## src/rtl/spi_flash_reader.sv

```systemverilog
// Sequential SPI mode-0 reader for the configuration flash: one byte per continue request.
// Optional FLASH_FAST_READ_EN: fast-read opcode 8'h0B with 8 dummy clocks before data.
module spi_flash_reader #(
  parameter int unsigned CLK_DIV     = 2,
  parameter logic [15:0] ADDR_LO     = 16'h0,
  parameter int unsigned CS_HOLD_CYC = 4
) (
  input  logic       clk_in,
  input  logic       reset_n,
  input  logic       FLASH_enable,
  input  logic [7:0] FLASH_sector,
  input  logic       FLASH_continue,
  output logic [7:0] FLASH_data,
  output logic       FLASH_busy,
  output logic       flash_ncs,
  output logic       flash_sck,
  output logic       flash_mosi,
  input  logic       flash_miso
);

  localparam int unsigned DIV_W  = (CLK_DIV > 1) ? $clog2(CLK_DIV) : 1;
  localparam int unsigned HOLD_W = (CS_HOLD_CYC > 1) ? $clog2(CS_HOLD_CYC) : 1;
  localparam int unsigned BIT_W  = 5;
`ifdef FLASH_FAST_READ_EN
  localparam logic [7:0] OPCODE = 8'h0B;
`else
  localparam logic [7:0] OPCODE = 8'h03;
`endif

  typedef enum logic [2:0] {
    S_IDLE,
    S_CS_SETUP,
    S_CMD,
    S_DUMMY,
    S_READ,
    S_VALID,
    S_CS_HOLD
  } state_t;

  state_t             state_q, state_d;
  logic [DIV_W-1:0]   div_q, div_d;
  logic [BIT_W-1:0]   bit_q, bit_d;
  logic [HOLD_W-1:0]  hold_q, hold_d;
  logic [7:0]         sector_q, sector_d;
  logic [7:0]         shreg_q, shreg_d;
  logic [7:0]         data_q, data_d;
  logic               busy_q, busy_d;
  logic               ncs_q, ncs_d;
  logic               sck_q, sck_d;
  logic               mosi_q, mosi_d;

  logic               phase_end;
  logic               abort;
  logic [31:0]        cmd_word;

  assign phase_end = (div_q == DIV_W'(CLK_DIV - 1));
  assign abort     = !FLASH_enable && (state_q != S_IDLE) && (state_q != S_CS_HOLD);
  assign cmd_word  = {OPCODE, sector_q, ADDR_LO};

  assign FLASH_data = data_q;
  assign FLASH_busy = busy_q;
  assign flash_ncs  = ncs_q;
  assign flash_sck  = sck_q;
  assign flash_mosi = mosi_q;

  // State and datapath registers
  always_ff @(posedge clk_in) begin
    if (!reset_n) begin
      state_q  <= S_IDLE;
      div_q    <= '0;
      bit_q    <= '0;
      hold_q   <= '0;
      sector_q <= '0;
      shreg_q  <= '0;
      data_q   <= 8'hFF;
      busy_q   <= 1'b1;
      ncs_q    <= 1'b1;
      sck_q    <= 1'b0;
      mosi_q   <= 1'b0;
    end else begin
      state_q  <= state_d;
      div_q    <= div_d;
      bit_q    <= bit_d;
      hold_q   <= hold_d;
      sector_q <= sector_d;
      shreg_q  <= shreg_d;
      data_q   <= data_d;
      busy_q   <= busy_d;
      ncs_q    <= ncs_d;
      sck_q    <= sck_d;
      mosi_q   <= mosi_d;
    end
  end

  // Next-state and next-output logic; every bit is a low phase then a high phase
  always_comb begin
    state_d  = state_q;
    div_d    = div_q;
    bit_d    = bit_q;
    hold_d   = hold_q;
    sector_d = sector_q;
    shreg_d  = shreg_q;
    data_d   = data_q;
    busy_d   = busy_q;
    ncs_d    = ncs_q;
    sck_d    = sck_q;
    mosi_d   = mosi_q;

    case (state_q)
      S_IDLE: begin
        busy_d = 1'b1;
        ncs_d  = 1'b1;
        sck_d  = 1'b0;
        mosi_d = 1'b0;
        div_d  = '0;
        bit_d  = '0;
        if (FLASH_enable) begin
          sector_d = FLASH_sector;
          ncs_d    = 1'b0;
          state_d  = S_CS_SETUP;
        end
      end

      S_CS_SETUP: begin
        div_d = div_q + DIV_W'(1);
        if (phase_end) begin
          div_d   = '0;
          bit_d   = '0;
          mosi_d  = OPCODE[7];
          state_d = S_CMD;
        end
      end

      S_CMD: begin
        div_d = div_q + DIV_W'(1);
        if (phase_end) begin
          div_d = '0;
          sck_d = ~sck_q;
          if (sck_q) begin
            if (bit_q == BIT_W'(31)) begin
              bit_d  = '0;
              mosi_d = 1'b0;
`ifdef FLASH_FAST_READ_EN
              state_d = S_DUMMY;
`else
              state_d = S_READ;
`endif
            end else begin
              bit_d  = bit_q + BIT_W'(1);
              mosi_d = cmd_word[5'd30 - bit_q];
            end
          end
        end
      end

`ifdef FLASH_FAST_READ_EN
      S_DUMMY: begin
        div_d = div_q + DIV_W'(1);
        if (phase_end) begin
          div_d = '0;
          sck_d = ~sck_q;
          if (sck_q) begin
            if (bit_q == BIT_W'(7)) begin
              bit_d   = '0;
              state_d = S_READ;
            end else begin
              bit_d = bit_q + BIT_W'(1);
            end
          end
        end
      end
`endif

      S_READ: begin
        div_d = div_q + DIV_W'(1);
        if (phase_end) begin
          div_d = '0;
          sck_d = ~sck_q;
          if (!sck_q) begin
            shreg_d = {shreg_q[6:0], flash_miso};
          end else if (bit_q == BIT_W'(7)) begin
            bit_d   = '0;
            data_d  = shreg_q;
            busy_d  = 1'b0;
            state_d = S_VALID;
          end else begin
            bit_d = bit_q + BIT_W'(1);
          end
        end
      end

      S_VALID: begin
        sck_d = 1'b0;
        if (FLASH_continue) begin
          busy_d  = 1'b1;
          div_d   = '0;
          bit_d   = '0;
          state_d = S_READ;
        end
      end

      S_CS_HOLD: begin
        ncs_d  = 1'b1;
        sck_d  = 1'b0;
        busy_d = 1'b1;
        hold_d = hold_q + HOLD_W'(1);
        if (hold_q == HOLD_W'(CS_HOLD_CYC - 1)) begin
          hold_d  = '0;
          div_d   = '0;
          bit_d   = '0;
          state_d = S_IDLE;
        end
      end

      default: state_d = S_IDLE;
    endcase

    // Abort beats any in-flight shift or continue; a partial byte never reaches FLASH_data
    if (abort) begin
      state_d = S_CS_HOLD;
      ncs_d   = 1'b1;
      sck_d   = 1'b0;
      mosi_d  = 1'b0;
      busy_d  = 1'b1;
      data_d  = data_q;
      div_d   = '0;
      bit_d   = '0;
      hold_d  = '0;
    end
  end

endmodule

```

## config.mk

```make
export PLATFORM = sky130hd
export DESIGN_NAME = spi_flash_reader
export DESIGN_NICKNAME = d
export VERILOG_FILES = /design/src/rtl/spi_flash_reader.sv
export SDC_FILE = /design/constraint.sdc
export NUM_CORES = 1
export LEC_CHECK = 0
export ABC_AREA = 1
export CORE_UTILIZATION = 30
export CTS_BUF_LIST = sky130_fd_sc_hd__clkbuf_8
export DETAILED_ROUTE_END_ITERATION = 10
export PLACE_DENSITY_LB_ADDON = 0.1
export SLEW_MARGIN = 20
export SYNTH_ARGS = -nofsm -noshare
export SYNTH_HDL_FRONTEND = slang
export SYNTH_SLANG_ARGS = --single-unit
export TNS_END_PERCENT = 30
```

## constraint.sdc

```tcl
create_clock -name clk_in -period 1.5 [get_ports clk_in]
set_input_delay 0.15 -clock clk_in [delete_from_list [all_inputs] [get_ports clk_in]]
set_output_delay 0.15 -clock clk_in [all_outputs]
set_load 0.005 [all_outputs]
```

==> out/results.md <==
- 275 — Post-Synthesis Net Count
- 103.1% — final worst-path cycle share
- 381 — post-placement cell count
- 24 — number of I/O port buffers
- 8321 um — global-route wire length before repair
- 646.7 MHz — maximum clock frequency
- ha_4 > nand2_2 > nor2_2 > ha_2 > nand3b_4 > nand2_4 > nor2_4 > nand2_2 > a21oi_2 > nor2_1 — list of cells traversed by the critical path
- 0 — total of hold buffers inserted after clock tree synthesis
- 29 — number of placement rows
- flop to flop — critical setup path kind
- 2734 um2 — final std cell area, no fill
- 0.3993 ns — slew at the pin closest to its max-slew limit
- 39 — post-synthesis sequential element count
- flop — Critical Path Sink Type
- 0.8221 — placer congestion estimate
- 0.004580 ns — Layout Skew
- 258 — synthesized netlist cell count
- complete, but fails checks — status
- 38.38% — signed area change from the synthesized netlist to the final layout
- 39.52% — part of the Yosys area used for sequential elements
- 1.75 ns — Crit path arrival time
- yes — setup repair after global routing missed its margin
- 2517 um2 — placed cell area
- 0 — number of max-cap violations
- dfxtp_1 — dominant synthesized flop cell
- 1556 nW/um2 — areal power density over the cells
- 25 — I/O Pins
- 0.36 ns — biggest cell delay along the critical path
- 12.10 um — average detailed-routed wire length per instance
- 5 — number of CTS-inserted buffers
- 0 — number of antenna violations at the first check in global routing
- 88 — DRT iter0 DRCs
- 0 — Antenna Cells
- 0.08 ns — post-CTS clock slew at the launch and capture registers of the worst setup and hold paths
- setup timing — violations in the final reports
- 39.52% — share of the synthesized area in the top cell type
- 15.11% — total global routing track utilization
- 30.13% — share of post-route cells with drive strength above 1
- 389 — final non-filler cell total
- 1823 — number of global-route vias before repair
- 34 — unique cell type count in the Yosys netlist
- 83.15 um — DIE HEIGHT
- dfxtp_2 — CP max stage cell
- 39 — number of clock sinks
- 1820 — Vias
- 0 — Post-synth EDFFs
- 1976 um2 — mapped cell area
- 4708 um — wirelength, routed
- 0 — final hold viol count
- 17 — maximum number of pins on one net before global-route repair
- -0.06220 ns — total negative slack
- 0 — antenna-violating nets left
- 83.15 um — die width
- 3581 um — half-perimeter wire length after detailed placement
- 0.30 ns — clock latency at the later pin of the worst-skew pair
- 1.210 nW — Lkg Pwr
- nand2_2 — cell with the most instances on the worst path
- flop — kind of launch point of the worst setup path
- yes — clock tree from TritonCTS
- 6914 um2 — total die area
- 0.4483 ns — smallest hold slack
- bit_q[0] — Reg-to-Reg Start
- 73.30% — worst slew slack as a fraction of its limit
- dfxtp_1, nand2_1, a21oi_1, inv_1, o21ai_0 — ranking of synthesized cells by area
- 3 — number of setup violations in the final report
- -0.04635 ns — smallest setup slack after layout
- 0% — Async SR Flop Fraction
- 31.11% — starting utilization of the core area
- 0 — Final Max Tran Viols
- 0 — Warnings, synthesis
- flop to flop — worst min-delay path class
- 1.546 ns — minimum period implied by the final worst setup slack
- 0 — count of unresolved DRC violations after routing
- dfxtp_1 — library cell occupying the most area in the post-synthesis netlist
- 1.71 ns — required time at the worst-slack endpoint
- bit_q[0] — Worst setup startpoint
- 0 — total gr overflow
- 329 — post-layout net count
- -0.05191 ns — Place WS
- 4.679 — DR vias/cell
- 4 — number of search-and-repair iterations in the first detailed-routing pass
- 0.5362 mV — worst supply voltage drop on vdd
- 2 — H-tree lvl count
- 4 — largest driver fanout on the critical path
- clkbuf_8 — buffer type at the clock tree root
- sector_q[4] — origin of the worst min-delay path
- 6350 um2 — Core Footprint
- 7.658 um2 — post-synthesis average cell area
- 2 — buffer levels on the longest clock path
- 647 — total of fill cells in the finished design
## cell usage in the layout, fill, tap and decap left out, types with 2 or more instances in the layout
| master | Yosys | routed |
|---|---|---|
| a21oi_1 | 31 | 27 |
| a21oi_2 | 1 | 4 |
| buf_12 | 0 | 3 |
| buf_4 | 1 | 28 |
| clkbuf_8 | 0 | 5 |
| clkdlybuf4s50_1 | 0 | 24 |
| dfxtp_1 | 39 | 35 |
| dfxtp_2 | 0 | 3 |
| ha_1 | 4 | 2 |
| inv_1 | 30 | 30 |
| inv_2 | 4 | 4 |
| nand2_1 | 42 | 37 |
| nand2_2 | 5 | 9 |
| nand2_4 | 4 | 5 |
| nand3_1 | 19 | 18 |
| nand3_2 | 3 | 4 |
| nand4_1 | 4 | 4 |
| nor2_1 | 15 | 13 |
| nor2_2 | 3 | 4 |
| nor2_4 | 2 | 3 |
| o211ai_2 | 8 | 8 |
| o21ai_0 | 22 | 21 |
| o21ai_1 | 3 | 3 |
| o21ai_2 | 1 | 2 |
## cells by family after synthesis
group	after synthesis	synth area share, %
AND/OR/NAND/NOR	102	27.30
adder cells (fa/ha/maj)	4	2.533
AO/OA/AOI/OAI	69	21.34
buffers and inverters	44	9.309
flip-flops	39	39.52
## state kept, by name (all words and copies together), names as in the netlist
name        cells
FLASH_data      8
sector_q        8
shreg_q         8
bit_q           5
state_q         3
hold_q          2
FLASH_busy      1
div_q           1
flash_mosi      1
flash_ncs       1
flash_sck       1
## final cells by class
| type | instances | area (um2) | area share, % |
|---|---|---|---|
| Timing Repair Buffer | 55 | 510.5 | 18.67 |
| Clock inverter | 2 | 37.54 | 1.373 |
| Clock buffer | 5 | 68.82 | 2.517 |
| Sequential cell | 39 | 788.3 | 28.83 |
| Multi-Input combinational cell | 175 | 1094 | 40.00 |
| Inverter | 36 | 138.9 | 5.080 |
| Tap cell | 77 | 96.34 | 3.524 |
## final timing paths
check	endpoint	slack, ns	cells after the start
min	sector_q[4]	0.45	2
min reg2reg	sector_q[4]	0.45	2
max reg2reg	state_q[1]	-0.05	10
max	state_q[1]	-0.05	10
## synthesized netlist by cell type, types with 4 or more instances
cell / count
nand2_1: 42
dfxtp_1: 39
a21oi_1: 31
inv_1: 30
o21ai_0: 22
nand3_1: 19
nor2_1: 15
o211ai_2: 8
nand2_2: 5
ha_1: 4
inv_2: 4
nand2_4: 4
nand4_1: 4
## power by group
part           internal (W)  switching (W)
clock network      0.000487       0.000407
registers           0.00122       0.000124
logic              0.000836        0.00118
## stage by stage
step	power, W	utilization [%]
final	0.004253	43.05
after global routing	0.004567	43.05
after CTS	0.004128	41.89
after detailed placement	0.003132	39.65
after global placement	0.003139	39.65
after floorplan	0.002511	-
## what timing repair did
action / in CTS / in global routing
gates resized for setup: 4 / 22
buffers inserted: 1 / 0
pin swaps: 1 / 9
setup endpoints to repair: 8 / 21
## metal layers
layer / track usage (%) / up-vias / wire (um)
met4: 6.426 / 0 / 89
met1: 19.94 / 824 / 2386
met2: 23.40 / 25 / 2092
li1: - / 965 / -
met5: 0 / - / 0
met3: 3.777 / 6 / 140
## critical path, delay by kind of cell (launching register included)
kind            cells  cell delay, ns
compound gates      1            0.14
fa+ha+maj           2            0.30
flops               1            0.36
simple gates        7            0.66
Note: power is estimated with default switching activity, not from simulation.
==> RTL change 1: new RTL, same settings <==
Add a define of `FLASH_FAST_READ_EN`.
--- a/src/rtl/spi_flash_reader.sv
+++ b/src/rtl/spi_flash_reader.sv
@@ -2,2 +2,4 @@
 // Optional FLASH_FAST_READ_EN: fast-read opcode 8'h0B with 8 dummy clocks before data.
+`define FLASH_FAST_READ_EN
+
 module spi_flash_reader #(
Formal check against the unedited RTL: same outputs for any inputs over 10 cycles, from zero or initial values and one cycle with reset_n low; that may be too few to reach the edited logic, so the function may still have changed.
==> RTL change 1 against the unedited design <==
The flow still finishes with violations (negative setup slack); area after synthesis decreased by 0.19%; first-iteration DRC count decreased by 17%; cell area increased by 5.2%; sequential cell count unchanged; wire length increased by 5.2%; worst setup slack improved by 0.028 ns; clock skew decreased by 0.0020 ns; critical path type unchanged; power increased by 9.7%.
==> RTL change 1: results (changes against the unedited design) <==
[global_routing]
first_pass_grt_wire_length_um = 8250  ; was 8320 µm
globalRouteMet3Util_pct = 2.78  ; was 3.78%
grt.met1_usage_pct = 21.9  ; was 19.9%
grt_pass1_vias = 1806  ; was 1,823

[detailed_routing]
detail_route.iter0.violations = 73  ; was 88
met1Wirelength_um = 2620  ; was 2390 µm
wl_met3_um = 172  ; was 140 µm
sum_of_routed_wire_length_over_all_layers_um = 4960  ; was 4710 µm
vias = 1953  ; was 1,820

[finish]
comb.multi_input.count = 193  ; was 175
area.share.sequential_pct = 27.6  ; was 28.8%
multiInputGateArea_um2 = 1140  ; was 1090 µm²
area_share_clock_buf_inv_pct = 2.96  ; was 3.89%
layout.filler_cells = 622  ; was 647
area_share_nonclk_buffers_pct = 21.6  ; was 18.7%
share_of_layout_cells_above_drive_strength_1_pct = 31.1  ; was 30.1%

[placed_design]
placed_cell_area_um2 = 2550  ; was 2520 µm²
dp.final_hpwl_um = 3650  ; was 3580 µm
place.gp.congestion = 0.812  ; was 0.822

[worst_setup_path]
critPathSlowestCell = dfxtp_4  ; was dfxtp_2
register_to_register_setup_slack_ns = -0.02  ; was -0.05 ns
timing.reg2reg.worst_path_depth = 11  ; was 10
rr_startpoint = state_q[1]$_SDFFE_PN0P_  ; was bit_q[0]$_SDFFE_PP0P_
max_stage_delay_ns = 0.40  ; was 0.36 ns
critPathMaxFanout = 6  ; was 4

[hold_path]
hold_path.startpoint = FLASH_sector[0]  ; was sector_q[4]$_SDFFE_PN0P_
worstHoldEndpoint = sector_q[0]$_SDFFE_PN0P_  ; was sector_q[4]$_SDFFE_PN0P_

[power]
power_leakage_uw = 0.00131  ; was 0.00121 µW
power.ir.vdd_worst_uv = 609  ; was 536 µV

[outcome]
outcome = finished with violations  ; unchanged
violated_checks = negative setup slack  ; unchanged

[synthesis]
syn_avg_cell_area_um2 = 7.12  ; was 7.66 µm²
synthTopCellsByCount = nand2_1, dfxtp_1, nand3_1  ; was nand2_1, dfxtp_1, a21oi_1
synthTopCellsByArea = dfxtp_1, nand2_1, nand3_1  ; was dfxtp_1, nand2_1, a21oi_1
synth-seq-area-share_pct = 39.6  ; was 39.5%
syn_area_um2 = 1970  ; was 1980 µm²
postSynthNetCount = 295  ; was 275

[sta]
final-setup-viol-count = 2  ; was 3
layout_setup_ws_ns = -0.0183  ; was -0.0463 ns
relSlewSlack_pct = 76.2  ; was 73.3%
hold_slack_ns = 0.436  ; was 0.448 ns

[clocking]
ctsResizeCount = 20  ; was 4
cts_setup_buffers = 3  ; was 1

## RTL change 1: changes by cell type after synthesis, sizes merged, moves of 2 or more
cell and delta:
buf +2, o21ai -10, a21oi -4, nand2 +14
nor2 +3, nand3 +16, o211ai -3
## RTL change 1: worst max path at each step
stage | depth (start not counted) | from | end
floorplan | 12 | bit_q[1]$_SDFFE_PP0P_ | state_q[1]$_SDFFE_PN0P_
detailed placement | 10 | FLASH_continue | bit_q[0]$_SDFFE_PP0P_
finish | 11 | state_q[1]$_SDFFE_PN0P_ | state_q[2]$_SDFFE_PN0P_
global route | 8 | flash_sck$_SDFFE_PP0P_ | flash_mosi$_SDFFE_PP0P_
global placement | 11 | state_q[2]$_SDFFE_PN0P_ | bit_q[0]$_SDFFE_PP0P_
CTS | 12 | bit_q[0]$_SDFFE_PP0P_ | state_q[2]$_SDFFE_PN0P_
## RTL change 1: cells by family (layout without fill, tap and decap cells)
kind of cell             after synthesis  in the layout  synth area share, %
flip-flops                            39             39                 39.6
XOR/XNOR                               2              2                0.888
AND/OR/NAND/NOR                      136            136                 32.7
AO/OA/AOI/OAI                         50             50                 14.2
buffers and inverters                 45            115                 9.39
adder cells (fa/ha/maj)                5              5                 3.17
## RTL change 1: where the power goes
part | switching (µW) | internal (µW) | total [µW] | leakage, µW
combinational | 1440 | 1190 | 2640 | 0.000949
clock | 373 | 318 | 691 | 0.0000453
sequential | 144 | 1190 | 1340 | 0.000320
## RTL change 1: worst register-to-register path, cell delays in order, from the launching register on
cell and delay (ns):
dfxtp_4 0.40, nor2_4 0.07, buf_4 0.14, buf_4 0.12, nand3_1 0.06, nand2_1 0.11, inv_1 0.08, nand3_1 0.10
o21ai_0 0.17, nand3_1 0.08, nand2_1 0.06, inv_1 0.03
==> RTL change 2: new RTL, same flow settings <==
Without the edit above. Register the output `FLASH_data` once more, cleared by the reset; this adds one clock of latency there. The other outputs are not delayed to match.
--- a/src/rtl/spi_flash_reader.sv
+++ b/src/rtl/spi_flash_reader.sv
@@ -59,3 +59,9 @@
 
-  assign FLASH_data = data_q;
+  always_ff @(posedge clk_in) begin
+    if (!reset_n) begin
+      FLASH_data <= '0;
+    end else begin
+      FLASH_data <= data_q;
+    end
+  end
   assign FLASH_busy = busy_q;
Function: changed (Yosys sat finds a counterexample within 4 cycles, from zero or initial values and one cycle with reset_n low).
==> RTL change 2 against the unedited design <==
Worst setup slack better by 0.037 ns; the flow still finishes with violations (negative setup slack); largest power group unchanged; clock skew rose by 0.0066 ns; cell area is 4.3% higher; sequential cell count is 8 higher; wire length grew 6.1%; area after synthesis grew 11%; power fell by 2.6%; largest cell class unchanged; worst hold slack worse by 0.032 ns; critical path type unchanged.
==> RTL change 2: results (changes against the unedited design) <==
[global_routing]
number_of_antenna_violations_at_the_first_check_in_global_routing = 0  ; unchanged
pin_count_of_the_biggest_net_entering_global_routing = 24  ; was 17
grt_usage_pct = 13.8  ; was 15.1%
first_pass_grt_wire_length_um = 8200  ; was 8320 µm
grt_pass1_vias = 1774  ; was 1,823

[detailed_routing]
vias_per_cell = 4.54  ; was 4.68
vias = 1946  ; was 1,820
detail_route.iter0.violations = 75  ; was 88
sum_of_routed_wire_length_over_all_layers_um = 4990  ; was 4710 µm
drtPass1Iterations = 4  ; unchanged

[power]
power.ir.vdd_worst_uv = 424  ; was 536 µV
power_leakage_uw = 0.00130  ; was 0.00121 µW

[sta]
timing.clock.skew_ns = 0.0112  ; was 0.00458 ns
final-setup-viol-count = 1  ; was 3
layout_setup_ws_ns = -0.00913  ; was -0.0463 ns
hold_slack_ns = 0.416  ; was 0.448 ns
setup_tns_ns = -0.00913  ; was -0.0622 ns
relSlewSlack_pct = 78.9  ; was 73.3%

[placed_design]
dp_slack_ns = -0.108  ; was -0.0519 ns
place.gp.congestion = 0.822  ; about the same
post-place-cells = 422  ; was 381
place.port_buffers = 24  ; unchanged
dp.final_hpwl_um = 3610  ; was 3580 µm

[outcome]
outcome = finished with violations  ; unchanged
violated_checks = negative setup slack  ; unchanged

[synthesis]
syn_avg_cell_area_um2 = 7.51  ; was 7.66 µm²
post_synth_num_cell_types = 27  ; was 34
synth.largest_area_cell = dfxtp_1  ; unchanged
synthTopCellsByCount = nand2_1, dfxtp_1, inv_1  ; was nand2_1, dfxtp_1, a21oi_1
postSynthNetCount = 308  ; was 275
synth-seq-area-share_pct = 43.1  ; was 39.5%
synthTopCellsByArea = dfxtp_1, nand2_1, a21oi_1  ; unchanged

[finish]
share_of_layout_cells_above_drive_strength_1_pct = 23.4  ; was 30.1%
layout.filler_cells = 758  ; was 647
layout.nets = 350  ; was 329

[clocking]
cts-root-buf = clkbuf_8  ; unchanged
cts-root-to-sink-buffers = 2  ; unchanged
cts_setup_buffers = 0  ; was 1
clkSlewWorstSetupHoldPaths_ns = 0.10  ; was 0.08 ns

[hold_path]
timing.hold.worst_path_depth = 3  ; was 2
hold_class = primary input to flip-flop  ; was flip-flop to flip-flop

[worst_setup_path]
critPathMaxFanout = 2  ; was 4
timing.reg2reg.worst_path_depth = 12  ; was 10
worst_path_dominant_cell_family = simple AND/OR/NAND/NOR gates  ; unchanged

[RTL change 2: path summary, 6_finish.rpt]
path / from / endpoint
max: bit_q[0]$_SDFFE_PP0P_ / flash_mosi$_SDFFE_PP0P_
min: FLASH_sector[7] / sector_q[7]$_SDFFE_PN0P_
max reg2reg: bit_q[0]$_SDFFE_PP0P_ / flash_mosi$_SDFFE_PP0P_
min reg2reg: data_q[4]$_SDFFE_PN1P_ / FLASH_data[4]$_SDFF_PN0_
[RTL change 2: worst register-to-register path, delay by kind of cell, from the launching register on]
family          cells  cell delay (ns)
simple gates        7             0.47
flops               1             0.35
fa+ha+maj           2             0.32
buf+inv             2             0.20
compound gates      1             0.12
[RTL change 2: power by group]
part	internal [µW]	total, µW	leakage, µW	switching [µW]
Clock	320	761	0.0000440	441
Sequential	1440	1580	0.000387	141
Combinational	692	1800	0.000866	1110
[RTL change 2: logic make-up after synthesis]
group	Yosys count	share of synthesized area [%]
AND/OR/NAND/NOR	131	28.1
AO/OA/AOI/OAI	57	16.0
buffers and inverters	49	9.39
flip-flops	47	43.1
adder cells (fa/ha/maj)	4	2.29
XOR/XNOR	3	1.20
[RTL change 2: per-layer routing]
layer  vias up  global-route usage [%]  routed length (µm)  share of wire (%)
li1       1017                       -                   -                  -
met1       894                    17.9                2450                 49
met2        30                    22.7                2310                 46
met3         5                    3.13                 174                3.5
met4         0                    4.47                  52                1.0
met5         -                       0                   0                  0
[RTL change 2: area by class of cell]
class | count | area (µm²) | area share, %
Multi-Input combinational cell | 195 | 1140 | 40.0
Sequential cell | 47 | 950 | 33.3
Timing Repair Buffer | 44 | 407 | 14.3
Inverter | 40 | 151 | 5.31
Tap cell | 96 | 120 | 4.21
Clock buffer | 5 | 68.8 | 2.41
Clock inverter | 2 | 13.8 | 0.482
[RTL change 2: timing repair]
action                                  4_1_cts  5_1_grt
resized for setup                            14       20
endpoints found under the setup margin        7       23
pin swaps                                     5        8
[RTL change 2: per-stage QoR]
stage | total power, µW | instance area (µm²)
after global placement | 3270 | 2650
after detailed placement | 3250 | 2650
final | 4140 | 2850
after CTS | 4090 | 2780
after floorplan | 2740 | 2180
after global routing | 4450 | 2850
